[config.mk]
export PLATFORM = sky130hd
export DESIGN_NAME = conv_weight_loader_flat
export DESIGN_NICKNAME = d
export VERILOG_FILES = /design/src/rtl/conv_weight_loader_if.sv /design/src/rtl/conv_weight_loader.sv /design/src/flat_wrapper.sv
export SDC_FILE = /design/constraint.sdc
export NUM_CORES = 2
export LEC_CHECK = 0
export ABC_AREA = 1
export CAP_MARGIN = 20
export CELL_PAD_IN_SITES_DETAIL_PLACEMENT = 0
export CELL_PAD_IN_SITES_GLOBAL_PLACEMENT = 2
export CORE_ASPECT_RATIO = 1.2
export CORE_MARGIN = 2
export CORE_UTILIZATION = 32
export CTS_CLUSTER_SIZE = 30
export DETAILED_ROUTE_END_ITERATION = 12
export PLACE_DENSITY_LB_ADDON = 0.1
export SETUP_SLACK_MARGIN = 0.15
export SLEW_MARGIN = 20
export SYNTH_ARGS = -nofsm -noshare
export SYNTH_HDL_FRONTEND = slang
export SYNTH_SLANG_ARGS = --single-unit
[constraint.sdc]
create_clock -name clk -period 58.7 [get_ports clk]
set_input_delay 17.61 -clock clk [delete_from_list [all_inputs] [get_ports clk]]
set_output_delay 17.61 -clock clk [all_outputs]
set_load 0.005 [all_outputs]
[src/rtl/conv_weight_loader_if.sv]
// conv_weight_loader_if
// Bundles the two data-side buses of the weight loader:
//   - ROM read port : rom_en, rom_addr (loader -> ROM), rom_dout (ROM -> loader)
//   - weight stream : w_valid, w_tap, w_vec, emit_done (loader -> consumer),
//                     w_ready (consumer -> loader)
// master = loader side, slave = ROM/consumer side.
interface conv_weight_loader_if #(
   parameter int WEIGHT_W = 8,
   parameter int KERNEL   = 3,
   parameter int IN_CH    = 4,
   parameter int OUT_CH   = 16,
   parameter int ADDR_W   = 8
);
   localparam int TAP_W = (KERNEL > 1) ? $clog2(KERNEL) : 1;
   localparam int VEC_W = OUT_CH * IN_CH * WEIGHT_W;

   logic                rom_en;
   logic [ADDR_W-1:0]   rom_addr;
   logic [WEIGHT_W-1:0] rom_dout;
   logic                w_valid;
   logic                w_ready;
   logic [TAP_W-1:0]    w_tap;
   logic [VEC_W-1:0]    w_vec;
   logic                emit_done;

   modport master (
      output rom_en, rom_addr, w_valid, w_tap, w_vec, emit_done,
      input  rom_dout, w_ready
   );

   modport slave (
      input  rom_en, rom_addr, w_valid, w_tap, w_vec, emit_done,
      output rom_dout, w_ready
   );
endinterface

[src/rtl/conv_weight_loader.sv]
// conv_weight_loader
// Loads OUT_CH*IN_CH*KERNEL weights from a synchronous ROM into a local
// buffer, then replays them one kernel tap at a time as a full
// OUT_CH x IN_CH weight vector over valid/ready.
// Ports:
//   clk, rst        : clock, asynchronous active-high reset
//   start, rom_base : begin a buffer load from rom_base (IDLE/READY only)
//   layer_go        : request one tap sequence (queued if seen while loading)
//   busy            : buffer load in progress
//   weights_ready   : buffer holds a complete weight set
//   bus (master)    : ROM read port and weight stream (see interface)
module conv_weight_loader #(
   parameter int WEIGHT_W = 8,
   parameter int KERNEL   = 3,
   parameter int IN_CH    = 4,
   parameter int OUT_CH   = 16,
   parameter int ADDR_W   = 8,
   parameter int ROM_LAT  = 1
) (
   input  logic                clk,
   input  logic                rst,
   input  logic                start,
   input  logic [ADDR_W-1:0]   rom_base,
   input  logic                layer_go,
   output logic                busy,
   output logic                weights_ready,
   conv_weight_loader_if.master bus
);
   localparam int N     = OUT_CH * IN_CH * KERNEL;
   localparam int CNT_W = $clog2(N + 1);
   localparam int IDX_W = (N > 1) ? $clog2(N) : 1;
   localparam int TAP_W = (KERNEL > 1) ? $clog2(KERNEL) : 1;
   localparam int VEC_W = OUT_CH * IN_CH * WEIGHT_W;

   localparam logic [CNT_W-1:0] N_K      = CNT_W'(N);
   localparam logic [IDX_W-1:0] LAST_K   = IDX_W'(N - 1);
   localparam logic [TAP_W-1:0] LAST_TAP = TAP_W'(KERNEL - 1);

   typedef enum logic [1:0] {IDLE, LOAD, READY, EMIT} state_t;

   state_t              state;
   state_t              state_nx;
   logic [ADDR_W-1:0]   base;
   logic [CNT_W-1:0]    rd_cnt;
   logic                pend;
   logic [TAP_W-1:0]    tap;
   logic                emit_pulse;
   logic                vld_p [ROM_LAT];
   logic [IDX_W-1:0]    idx_p [ROM_LAT];
   logic [WEIGHT_W-1:0] wbuf  [N];
   logic [VEC_W-1:0]    vec;

   logic start_ok;
   logic issue;
   logic wr_en;
   logic wr_last;
   logic hs;
   logic hs_last;
   logic emit_entry;

   assign start_ok   = start && ((state == IDLE) || (state == READY));
   // Reads run while the counter has not reached N; the counter saturates
   // at N for the remainder of LOAD while the ROM pipeline drains.
   assign issue      = (state == LOAD) && (rd_cnt != N_K);
   assign wr_en      = vld_p[ROM_LAT-1];
   assign wr_last    = wr_en && (idx_p[ROM_LAT-1] == LAST_K);
   assign hs         = (state == EMIT) && bus.w_ready;
   assign hs_last    = hs && (tap == LAST_TAP);
   assign emit_entry = (state_nx == EMIT) && (state != EMIT);

   // Next-state logic. A go that is already pending (or arrives in the
   // final write cycle) skips READY so w_valid rises with no gap.
   always_comb begin
      state_nx = state;
      case (state)
         IDLE:    if (start) state_nx = LOAD;
         LOAD:    if (wr_last) state_nx = (pend || layer_go) ? EMIT : READY;
         READY: begin
            if (start)         state_nx = LOAD;
            else if (layer_go) state_nx = EMIT;
         end
         EMIT:    if (hs_last) state_nx = READY;
         default: state_nx = IDLE;
      endcase
   end

   always_ff @(posedge clk or posedge rst) begin
      if (rst) state <= IDLE;
      else     state <= state_nx;
   end

   // Load control: base latch, read counter, pending go, tap counter.
   always_ff @(posedge clk or posedge rst) begin
      if (rst) begin
         base       <= '0;
         rd_cnt     <= '0;
         pend       <= 1'b0;
         tap        <= '0;
         emit_pulse <= 1'b0;
      end else begin
         if (start_ok) begin
            base   <= rom_base;
            rd_cnt <= '0;
         end else if (issue) begin
            rd_cnt <= rd_cnt + CNT_W'(1);
         end

         // start and layer_go together in READY: start wins, go is queued.
         if ((state == LOAD) && wr_last)
            pend <= 1'b0;
         else if ((state == LOAD) && layer_go)
            pend <= 1'b1;
         else if ((state == READY) && start && layer_go)
            pend <= 1'b1;

         if (emit_entry)   tap <= '0;
         else if (hs_last) tap <= '0;
         else if (hs)      tap <= tap + TAP_W'(1);

         emit_pulse <= hs_last;
      end
   end

   // Stage p0..p(ROM_LAT-1): read-valid and word index follow the ROM latency.
   always_ff @(posedge clk or posedge rst) begin
      if (rst) begin
         for (int i = 0; i < ROM_LAT; i++) begin
            vld_p[i] <= 1'b0;
            idx_p[i] <= '0;
         end
      end else begin
         vld_p[0] <= issue;
         idx_p[0] <= IDX_W'(rd_cnt);
         for (int i = 1; i < ROM_LAT; i++) begin
            vld_p[i] <= vld_p[i-1];
            idx_p[i] <= idx_p[i-1];
         end
      end
   end

   // Weight buffer: written from the last pipeline stage.
   always_ff @(posedge clk or posedge rst) begin
      if (rst) begin
         for (int i = 0; i < N; i++) wbuf[i] <= '0;
      end else if (wr_en) begin
         wbuf[idx_p[ROM_LAT-1]] <= bus.rom_dout;
      end
   end

   // Tap mux: element e = oc*IN_CH+ic picks word oc*IN_CH*KERNEL+ic*KERNEL+tap.
   always_comb begin
      vec = '0;
      for (int oc = 0; oc < OUT_CH; oc++) begin
         for (int ic = 0; ic < IN_CH; ic++) begin
            vec[(oc*IN_CH+ic)*WEIGHT_W +: WEIGHT_W] =
               wbuf[IDX_W'(oc*IN_CH*KERNEL + ic*KERNEL + int'(tap))];
         end
      end
   end

   assign bus.rom_en     = issue;
   assign bus.rom_addr   = issue ? (base + ADDR_W'(rd_cnt)) : '0;
   assign bus.w_valid    = (state == EMIT);
   assign bus.w_tap      = tap;
   assign bus.w_vec      = vec;
   assign bus.emit_done  = emit_pulse;
   assign busy           = (state == LOAD);
   assign weights_ready  = (state == READY) || (state == EMIT);
endmodule

[src/flat_wrapper.sv]
// flat-port wrapper written by rule: the top's interface ports become plain ports
module conv_weight_loader_flat 
#(
   parameter int WEIGHT_W = 8,
   parameter int KERNEL   = 3,
   parameter int IN_CH    = 4,
   parameter int OUT_CH   = 16,
   parameter int ADDR_W   = 8,
   parameter int ROM_LAT  = 1
)
  (clk, rst, start, rom_base, layer_go, busy, weights_ready, bus_rom_en, bus_rom_addr, bus_w_valid, bus_w_tap, bus_w_vec, bus_emit_done, bus_rom_dout, bus_w_ready);
  conv_weight_loader_if #(.WEIGHT_W(WEIGHT_W), .KERNEL(KERNEL), .IN_CH(IN_CH), .OUT_CH(OUT_CH), .ADDR_W(ADDR_W)) bus_i ();
  input  logic clk;
  input  logic rst;
  input  logic start;
  input  logic [ADDR_W-1:0] rom_base;
  input  logic layer_go;
  output logic busy;
  output logic weights_ready;
  output wire logic [$bits(bus_i.rom_en)-1:0] bus_rom_en;
  output wire logic [$bits(bus_i.rom_addr)-1:0] bus_rom_addr;
  output wire logic [$bits(bus_i.w_valid)-1:0] bus_w_valid;
  output wire logic [$bits(bus_i.w_tap)-1:0] bus_w_tap;
  output wire logic [$bits(bus_i.w_vec)-1:0] bus_w_vec;
  output wire logic [$bits(bus_i.emit_done)-1:0] bus_emit_done;
  input wire logic [$bits(bus_i.rom_dout)-1:0] bus_rom_dout;
  input wire logic [$bits(bus_i.w_ready)-1:0] bus_w_ready;
  assign bus_rom_en = bus_i.rom_en;
  assign bus_rom_addr = bus_i.rom_addr;
  assign bus_w_valid = bus_i.w_valid;
  assign bus_w_tap = bus_i.w_tap;
  assign bus_w_vec = bus_i.w_vec;
  assign bus_emit_done = bus_i.emit_done;
  assign bus_i.rom_dout = bus_rom_dout;
  assign bus_i.w_ready = bus_w_ready;
  conv_weight_loader #(.WEIGHT_W(WEIGHT_W), .KERNEL(KERNEL), .IN_CH(IN_CH), .OUT_CH(OUT_CH), .ADDR_W(ADDR_W), .ROM_LAT(ROM_LAT)) u_core (.clk(clk), .rst(rst), .start(start), .rom_base(rom_base), .layer_go(layer_go), .busy(busy), .weights_ready(weights_ready), .bus(bus_i));
endmodule
==> run_results.csv <==
group,metric,value,unit
timing,rsz0062_at_grt,"false",
hold_path,hold_path_depth,2,
timing,timing.final.ws_setup,34.09,ns
timing,slew_viol_final,0,
grt,met1_usage,39.40,%
cts,hold_buffers,0,
power_and_ir_drop,ir_worst_vdd,60.38,uV
logic_synthesis,synth_top_family_by_area,"compound AO/OA/AOI/OAI gates",
placement,place_ws,35.00,ns
grt,grt_antenna_before_repair,17,
cts,cts_inserted_buffers,190,
placement,place.gp.congestion,0.8399,
die,ioPinCount,548,
logic_synthesis,synth_area,78210,um2
placement,io_buffers,547,
logic_synthesis,syn-num-nets,9906,
cts,clk_pin_slew,0.06,ns
routing,wire_per_inst,26.92,um
die,rows,198,
timing,fin_skew,0.03545,ns
grt,grt.busiest_layer,"met2",
setup_path,critPathArrivalTime,7.00,ns
power_and_ir_drop,p_per_area,54.24,nW/um2
logic_synthesis,ys_seq_area_share,50.14,%
grt,grt_overflow,0,
setup_path,worstSetupPathType,"register to output pin",
logic_synthesis,synth.avg_cell_area,7.922,um2
grt,gr-usage-met3,3.308,%
setup_path,worstReg2RegStart,"u_core.bus.w_tap[0]",
grt,grt_use_total,27.92,%
timing,max_freq,40.63,MHz
cts,cts_resized,0,
logic_synthesis,synth-simple-area-share,18.66,%
setup_path,reg2reg_slack,54.80,ns
hold_path,holdCritStartpoint,"u_core.base[2]",
placement,post-dp-hpwl,228000,um
cts,clk_latency,0.87,ns
timing,fin_crit_sh,41.93,%
routing,viasPerCell,5.502,
setup_path,reg2reg_depth,8,
logic_synthesis,yosysUniqueCellTypes,35,
setup_path,start_kind,"register",
routing,dr.pass1.iters,6,
logic_synthesis,async_reset_ff_share,100.0,%
logic_synthesis,synth.area.mux_share,2.240,%
setup_path,cp_max_fo,160,
cts,cts_root_buffer,"clkbuf_16",
logic_synthesis,synth_compound_area_share,23.41,%
logic_synthesis,yosys.area_share.adder,0.2176,%
final_layout,nFillCells,25270,
logic_synthesis,synth_xor_area_share,0.06719,%
timing,setup_viol,0,
timing,relSlewSlack,21.68,%
logic_synthesis,synth-seq-cells,1567,
timing,fin_crit,24.61,ns
final_layout,drive_above_1_share,4.618,%
routing,drc_errors,0,
setup_path,r2r-end,"u_core.bus.w_tap[0]",
run,max-cap-violations,0,
routing,drt_iter0_markers,7310,
grt,grt_pass1_vias,68570,
cts,clk_path_buf_depth,4,
cts,clock_sinks,1567,
grt,use_met2,44.17,%
routing,vias,72730,
die,core_area,242800,um2
timing,fin_setup_tns,0,ns
die,initial_core_util,32.21,%
logic_synthesis,yosysWarnings,0,
die,die_x,455.3,um
final_layout,nets,9892,
timing,finalHoldViolations,0,
power_and_ir_drop,total_leakage_power,41.29,nW
cts,htreeDepth,4,
logic_synthesis,synth_cells,9872,
hold_path,worstHoldPathType,"register to register",
cts,cts_setup_buffers,0,
setup_path,critPathCaptureType,"output pin",
status,outcome,"complete, no violations",
die,die_y,545.6,um
routing,wl,355900,um
logic_synthesis,synth-main-ff-cell,"dfrtp_1",
die,dieArea,248400,um2
grt,grt_first_pass_wirelength,513100,um
timing,tightest_slew,1.175,ns
logic_synthesis,synth_edf_count,0,
final_layout,area_growth,16.89,%
hold_path,hold_path_end,"u_core.base[2]",
setup_path,worstPathRequired,41.09,ns
routing,drtAntennaViolNets,0,
cts,cts_tree,"done",
grt,grt_max_degree,198,
-- registers in the layout, summed over array words and instances (netlist names) --
register	count
u_core.rd_cnt	8
u_core.wbuf	1536
u_core.bus.emit_done	1
u_core.state	2
u_core.base	8
u_core.vld_p	1
u_core.bus.w_tap	2
u_core.pend	1
u_core.idx_p	8
-- cells in the final DEF, fill, tap and decap left out, types with 11 or more instances in the layout --
cell / n
o22ai_1: 302
o21ai_1: 19
a32o_1: 149
nor3_4: 15
clkbuf_8: 48
bufinv_16: 12
a21oi_1: 371
clkbuf_1: 49
clkinv_2: 28
clkbuf_16: 193
mux2i_1: 174
o21ai_0: 2439
o22a_1: 57
clkdlybuf4s50_1: 547
nand2_1: 2703
dfrtp_1: 1565
buf_12: 13
buf_4: 90
nand3_1: 174
inv_1: 102
diode_2: 14
nand2_2: 11
nor2_1: 829
a31oi_1: 11
-- per-layer routing --
layer | vias to the layer above | share of wire (%)
li1 | 33520 | -
met1 | 36420 | 45
met2 | 2399 | 46
met3 | 393 | 5.5
met4 | 0 | 3.5
met5 | - | 0
-- per-stage QoR --
| stage | total power [mW] | std cells | utilization [%] | hold WS, ns | instance area (um2) |
|---|---|---|---|---|---|
| 3_3_place_gp | 3.771 | 12860 | 35.05 | 0.4604 | 85090 |
| 2_1_floorplan | 2.402 | 9872 | - | 0.3995 | 78210 |
| 5_1_grt | 5.203 | 13210 | 37.64 | 0.4954 | 91390 |
| 3_5_place_dp | 3.768 | 12860 | 35.05 | 0.4679 | 85090 |
| 4_1_cts | 5.005 | 13200 | 37.62 | 0.4830 | 91350 |
| 6_report | 4.958 | 13220 | 37.65 | 0.4788 | 91420 |
-- worst max-delay path by stage --
stage                                   start  slack [ns]  cells past startpoint        endpoint
after floorplan                           rst       19.38                      1  u_core.base[0]
after global placement    u_core.bus.w_tap[1]       35.09                      9   bus_w_vec[77]
after detailed placement  u_core.bus.w_tap[1]       35.00                      9   bus_w_vec[77]
after CTS                 u_core.bus.w_tap[1]       34.07                      9   bus_w_vec[77]
after global routing      u_core.bus.w_tap[0]       33.91                      9   bus_w_vec[77]
final                     u_core.bus.w_tap[1]       34.09                      9   bus_w_vec[77]
-- worst max-delay path, stage by stage, from the launching register on --
cell and delay (ns):
dfrtp_4 0.72, inv_8 0.64, ha_4 0.42, inv_8 0.78
buf_12 0.69, buf_4 0.94, a21oi_1 0.11, a32o_1 0.25
o21ai_0 0.65, clkdlybuf4s50_1 0.65
-- power breakdown --
part           internal, mW  switching, mW
clock network         0.716          0.501
logic                 0.879           1.62
registers              1.16         0.0777
total                  2.76           2.20
-- synthesized netlist by cell type (7+ instances only) --
cell type  count  area (um2)
nand2_1     2703       10150
a221o_1        8       80.08
nor3_4        15       244.0
clkinv_1       9       33.78
ha_1          12       150.1
o31ai_1        8       60.06
a32o_1       149        1491
buf_1         68       255.2
nand2_2       11       68.82
buf_4         10       75.07
inv_1        105       394.1
o21ai_1       19       95.09
nand3_1      174       870.8
nor2_1       829        3112
a31oi_1       11       68.82
clkbuf_1     509        1911
mux2i_1      175        1752
inv_2          9       33.78
nor2_2        10       62.56
o22ai_1      302        1889
buf_6          9       101.4
o21ai_0     2439       12210
a22oi_1        7       52.55
dfrtp_1     1567       39210
a21oi_1      371        1857
o22a_1        57       499.2
buf_2        262        1311
-- layout make-up --
| type | count | area [um2] | area share (%) |
|---|---|---|---|
| Timing Repair Buffer | 652 | 6450 | 7.055 |
| Tap cell | 3200 | 4004 | 4.380 |
| Inverter | 124 | 551.8 | 0.6036 |
| Antenna cell | 14 | 35.03 | 0.03832 |
| Sequential cell | 1567 | 39220 | 42.90 |
| Multi-Input combinational cell | 7323 | 34900 | 38.18 |
| Clock buffer | 290 | 5674 | 6.207 |
| Clock inverter | 48 | 581.8 | 0.6364 |
-- kinds of logic after synthesis --
family,Yosys count
AO/OA/AOI/OAI,3372
XOR/XNOR,6
adder cells (fa/ha/maj),13
buffers and inverters,982
flip-flops,1567
multiplexers,175
AND/OR/NAND/NOR,3757
Note: power is estimated with default switching activity, not from simulation.
